--- src/rtl/key_conditioner.sv ---
// Four-channel push-button conditioner: 2-flop synchronizer, per-key debounce FSM,
// and registered press/release/hold pulses.
module key_conditioner #(
  parameter int unsigned DEBOUNCE_CYCLES = 500000,
  parameter int unsigned HOLD_CYCLES     = 50000000
) (
  input  logic       CLOCK_50,
  input  logic       rst,
  input  logic [3:0] KEY,
  output logic [3:0] key_level,
  output logic [3:0] key_press,
  output logic [3:0] key_release,
  output logic [3:0] key_hold
);

  localparam int unsigned DebW  = (DEBOUNCE_CYCLES > 1) ? $clog2(DEBOUNCE_CYCLES) : 1;
  localparam int unsigned HoldW = (HOLD_CYCLES > 1) ? $clog2(HOLD_CYCLES) : 1;
  localparam logic [DebW-1:0]  DebLast  = DebW'(DEBOUNCE_CYCLES - 1);
  localparam logic [HoldW-1:0] HoldLast = HoldW'(HOLD_CYCLES - 1);

  typedef enum logic [1:0] {StUp, StDebDown, StDown, StDebUp} state_e;

  logic [3:0] sync1_q, sync2_q;

  // Idle level of the active-low buttons is 1, so reset fills the synchronizer with 1s.
  always_ff @(posedge CLOCK_50) begin
    if (rst) begin
      sync1_q <= 4'hF;
      sync2_q <= 4'hF;
    end else begin
      sync1_q <= KEY;
      sync2_q <= sync1_q;
    end
  end

  for (genvar i = 0; i < 4; i++) begin : g_chan
    state_e           state_q, state_d;
    logic [DebW-1:0]  deb_q, deb_d;
    logic [HoldW-1:0] hold_q, hold_d;
    logic             done_q, done_d;
    logic             press_q, press_d;
    logic             release_q, release_d;
    logic             hold_evt_q, hold_evt_d;
    logic             raw_pressed;

    assign raw_pressed = ~sync2_q[i];

    always_comb begin
      state_d    = state_q;
      deb_d      = deb_q;
      hold_d     = hold_q;
      done_d     = done_q;
      press_d    = 1'b0;
      release_d  = 1'b0;
      hold_evt_d = 1'b0;
      unique case (state_q)
        StUp: begin
          if (raw_pressed) begin
            state_d = StDebDown;
            deb_d   = '0;
          end
        end
        StDebDown: begin
          if (!raw_pressed) begin
            state_d = StUp;
          end else if (deb_q == DebLast) begin
            state_d = StDown;
            press_d = 1'b1;
            hold_d  = '0;
            done_d  = 1'b0;
          end else begin
            deb_d = deb_q + 1'b1;
          end
        end
        StDown: begin
          if (hold_q == HoldLast && !done_q) begin
            hold_evt_d = 1'b1;
            done_d     = 1'b1;
          end
          if (!raw_pressed) begin
            state_d = StDebUp;
            deb_d   = '0;
          end else if (hold_q != HoldLast) begin
            hold_d = hold_q + 1'b1;
          end
        end
        StDebUp: begin
          // A bounce back to pressed resumes DOWN with the hold progress intact.
          if (raw_pressed) begin
            state_d = StDown;
          end else if (deb_q == DebLast) begin
            state_d   = StUp;
            release_d = 1'b1;
          end else begin
            deb_d = deb_q + 1'b1;
          end
        end
        default: state_d = StUp;
      endcase
    end

    always_ff @(posedge CLOCK_50) begin
      if (rst) begin
        state_q    <= StUp;
        deb_q      <= '0;
        hold_q     <= '0;
        done_q     <= 1'b0;
        press_q    <= 1'b0;
        release_q  <= 1'b0;
        hold_evt_q <= 1'b0;
      end else begin
        state_q    <= state_d;
        deb_q      <= deb_d;
        hold_q     <= hold_d;
        done_q     <= done_d;
        press_q    <= press_d;
        release_q  <= release_d;
        hold_evt_q <= hold_evt_d;
      end
    end

    assign key_level[i]   = (state_q == StDown) || (state_q == StDebUp);
    assign key_press[i]   = press_q;
    assign key_release[i] = release_q;
    assign key_hold[i]    = hold_evt_q;
  end

endmodule

--- config.mk ---
export PLATFORM = sky130hd
export DESIGN_NAME = key_conditioner
export DESIGN_NICKNAME = d
export VERILOG_FILES = /design/src/rtl/key_conditioner.sv
export SDC_FILE = /design/constraint.sdc
export NUM_CORES = 1
export LEC_CHECK = 0
export ABC_AREA = 0
export BUFFER_PORTS_ARGS = -buffer_cell sky130_fd_sc_hd__buf_2
export CAP_MARGIN = 0
export CORE_AREA = 5 5 159 177
export CTS_CLUSTER_SIZE = 28
export DETAILED_ROUTE_END_ITERATION = 10
export DIE_AREA = 0 0 164 182
export SLEW_MARGIN = 20
export SYNTH_ARGS = -nofsm -noshare
export SYNTH_HDL_FRONTEND = slang
export SYNTH_SLANG_ARGS = --single-unit
--- constraint.sdc ---
create_clock -name CLOCK_50 -period 3.53 [get_ports CLOCK_50]
set_input_delay 0.353 -clock CLOCK_50 [delete_from_list [all_inputs] [get_ports CLOCK_50]]
set_output_delay 0.353 -clock CLOCK_50 [all_outputs]
set_load 0.05 [all_outputs]
==> impl_metrics.py <==
metrics = {
    "synthesis": {
        "synth-xor-area-share_pct": 8.52,
        "synth.largest_area_cell": "dfxtp_1",
        "syn_nets": 1261,
        "synth.area.mux_share_pct": 0.304,
        "synthArstFlopShare_pct": 0,
        "netlist_top_cells_area": "dfxtp_1 41%, nor2_1 6.1%, xnor2_1 4.9%, nand2_1 4.6%, xor2_1 3.7%",
        "ys_ff_latch": 212,
        "yosysUniqueCellTypes": 77,
        "netlist_area_um2": 10300,
        "synthCells": 1247,
        "synth_seq_area_share_pct": 41.3,
        "synthAdderAreaFrac_pct": 0.974,
        "yosys_warnings": 0,
        "synth_most_common_cell": "dfxtp_1",
        "yosys.area_share.simple_pct": 32.4,
        "avgSynthCellArea_um2": 8.24,
        "synth_top_family_by_area": "simple AND/OR/NAND/NOR gates",
        "synth-compound-area-share_pct": 13.0,
        "synth.top_cell.area_share_pct": 41.3,
        "synth_edf_count": 0,
        "netlist_top_cells_count": "212 x dfxtp_1, 167 x nor2_1, 125 x nand2_1",
        "synth_top_flop_cell": "dfxtp_1",
    },
    "timing": {
        "tightest_slew_ns": 0.804,
        "fmax_ghz": 0.386,
        "final_hold_viol_count": 0,
        "worst_hold_slack_ns": 0.0221,
        "slew_headroom_pct": 46.2,
        "fin_crit_ns": 2.59,
        "finClkSkew_ns": 0.0153,
        "setup_viol": 0,
        "finalCritPeriodShare_pct": 73.3,
        "rsz0062_at_grt": "false",
        "tns_ns": 0,
        "worst_slack_ns": 0.942,
        "slew_viol_final": 0,
    },
    "setup_path": {
        "reg2regPathDepth": 7,
        "critPathKind": "reg -> reg",
        "arrival_ns": 2.99,
        "cp_slowest_cell": "or4_4",
        "path_cells": "ha_1 -> and4b_1 -> nand4_1 -> or4_4 -> a211oi_1 -> a311oi_1 -> a41o_1",
        "startpoint_type": "register",
        "crit_required_ns": 3.93,
        "cp_max_fo": 21,
        "worst_setup_path_end_kind": "register",
        "critPathMaxStageDelay_ns": 0.66,
    },
    "cts": {
        "cts_made_buffers": 24,
        "clk_pin_slew_ns": 0.06,
        "clkLatencyLatePin_ns": 0.52,
        "cts_sinks": 212,
        "cts_buffer_depth": 3,
        "cts_tree": "done",
        "cts.htree.levels": 1,
        "cts_root_buf": "clkbuf_16",
    },
    "hold_path": {
        "worstHoldPathCells": 2,
        "hold_path.class": "in -> reg",
    },
    "placed_design": {
        "hpwl_mm": 15.5,
        "gp_congestion": 0.817,
        "io_buffers": 21,
        "post-place-ws_ns": 0.958,
    },
    "die": {
        "dieArea_um2": 29800,
        "die_x_um": 164,
        "row_count": 63,
        "design.core.area_um2": 26300,
        "fp.dieH_um": 182,
        "ios": 22,
        "initial_core_util_pct": 39.0,
    },
    "grt": {
        "gr-usage-all-layers_pct": 15.2,
        "grt_pass1_vias": 8413,
        "grt_max_degree": 40,
        "grt_pass1_wl_mm": 39.6,
        "grt.overflow.total": 0,
        "antenna_found_initial": 0,
    },
    "layout": {
        "syn_to_final_growth_pct": 12.4,
        "antenna-diode-count": 0,
        "nNetsFinal": 1267,
        "fin_util_pct": 43.9,
        "layout-drive-gt1-share_pct": 9.76,
    },
    "route": {
        "vias_per_cell": 5.44,
        "drc": 0,
        "drt-total-wl_mm": 22.9,
        "drt_iter0_markers": 541,
        "wl_per_cell_um": 14.1,
        "drtAntennaViolNets": 0,
        "dr.pass1.iters": 5,
        "num_vias": 8852,
    },
    "pwr": {
        "power.density_nw_per_um2": 441,
        "finalPower_mw": 5.10,
        "p_leak_nw": 3.94,
        "ir_drop_uv": 318,
    },
    "outcome": {
        "outcome": "finished clean",
    },
    "job": {
        "cap_viol_max_count": 0,
    },
}
-- report_power, final --
part           internal (mW)  switching (mW)
registers               2.40         0.00852
logic                 0.0216          0.0614
clock network           1.62           0.990
-- worst paths after layout --
kind,slack [ns],startpoint,end
worst max-delay path,0.94,g_chan[3].deb_q[0],g_chan[3].hold_q[22]
worst min register to register,0.41,sync1_q[1],sync2_q[1]
worst max register to register,0.94,g_chan[3].deb_q[0],g_chan[3].hold_q[22]
worst min-delay path,0.02,KEY[0],sync1_q[0]
-- worst max-delay path: cells and delay by family, from the launching register on --
family,cells,cell delay [ns]
adder cells (fa/ha/maj),1,0.23
AND/OR/NAND/NOR,3,1.01
flip-flops,1,0.40
AO/OA/AOI/OAI,3,0.83
-- final cells by class --
cell class	count	area, um^2
Clock buffer	32	702
Clock inverter	12	148
Sequential cell	212	4240
Tap cell	357	447
Fill cell	2705	14800
Multi-Input combinational cell	957	5690
Timing Repair Buffer	41	258
Inverter	17	63.8
-- registers in the layout, indices dropped and copies added (netlist names), named ones only --
| name | count |
|---|---|
| g_chan.press_q | 4 |
| g_chan.release_q | 4 |
| g_chan.hold_q | 104 |
| g_chan.done_q | 4 |
| sync2_q | 4 |
| g_chan.state_q | 4 |
| g_chan.hold_evt_q | 4 |
| sync1_q | 4 |
| g_chan.deb_q | 76 |
-- metrics by stage --
step | instances | area, um^2
after floorplan | 1247 | 10300
after global placement | 1583 | 10700
after detailed placement | 1583 | 10700
after CTS | 1628 | 11500
after global routing | 1628 | 11500
final | 1628 | 11500
-- repair_timing --
action                    CTS  global route
buffers inserted            0             0
hold buffers                1             0
hold endpoints to repair    1             0
resized for setup           0             0
-- cells by family (layout without fill, tap and decap cells) --
kind of cell	count (synthesis)	count (layout)
AND/OR/NAND/NOR	642	642
multiplexers	3	3
XOR/XNOR	100	100
adder cells (fa/ha/maj)	8	8
AO/OA/AOI/OAI	204	204
flip-flops	212	212
buffers and inverters	78	102
-- placed cells by master (no fill, tap or decap), types with 9 or more instances in the layout --
cell type / Yosys / routed
a21oi_1: 54 / 54
nand4_1: 47 / 47
or4_1: 10 / 10
a211o_1: 9 / 9
and4_1: 11 / 11
a21o_1: 12 / 12
o21ai_0: 47 / 47
a31oi_1: 11 / 11
and2_1: 13 / 13
nor3_1: 45 / 44
clkbuf_16: 0 / 25
nand2_1: 125 / 125
or3_1: 23 / 23
nor2_1: 167 / 167
or2_2: 12 / 12
buf_2: 12 / 21
nor4_1: 30 / 30
inv_1: 16 / 16
nand3_1: 65 / 65
and3_1: 34 / 34
xor2_1: 43 / 43
xnor2_1: 57 / 57
dfxtp_1: 212 / 212
buf_4: 12 / 19
-- per-layer routing --
layer | share of wire, % | GRT usage (%)
met5 | 0 | 0
met4 | 2.4 | 4.06
met3 | 3.2 | 2.18
met2 | 46 | 25.3
met1 | 48 | 20.7
No activity file was read; power rests on OpenSTA's default activity.
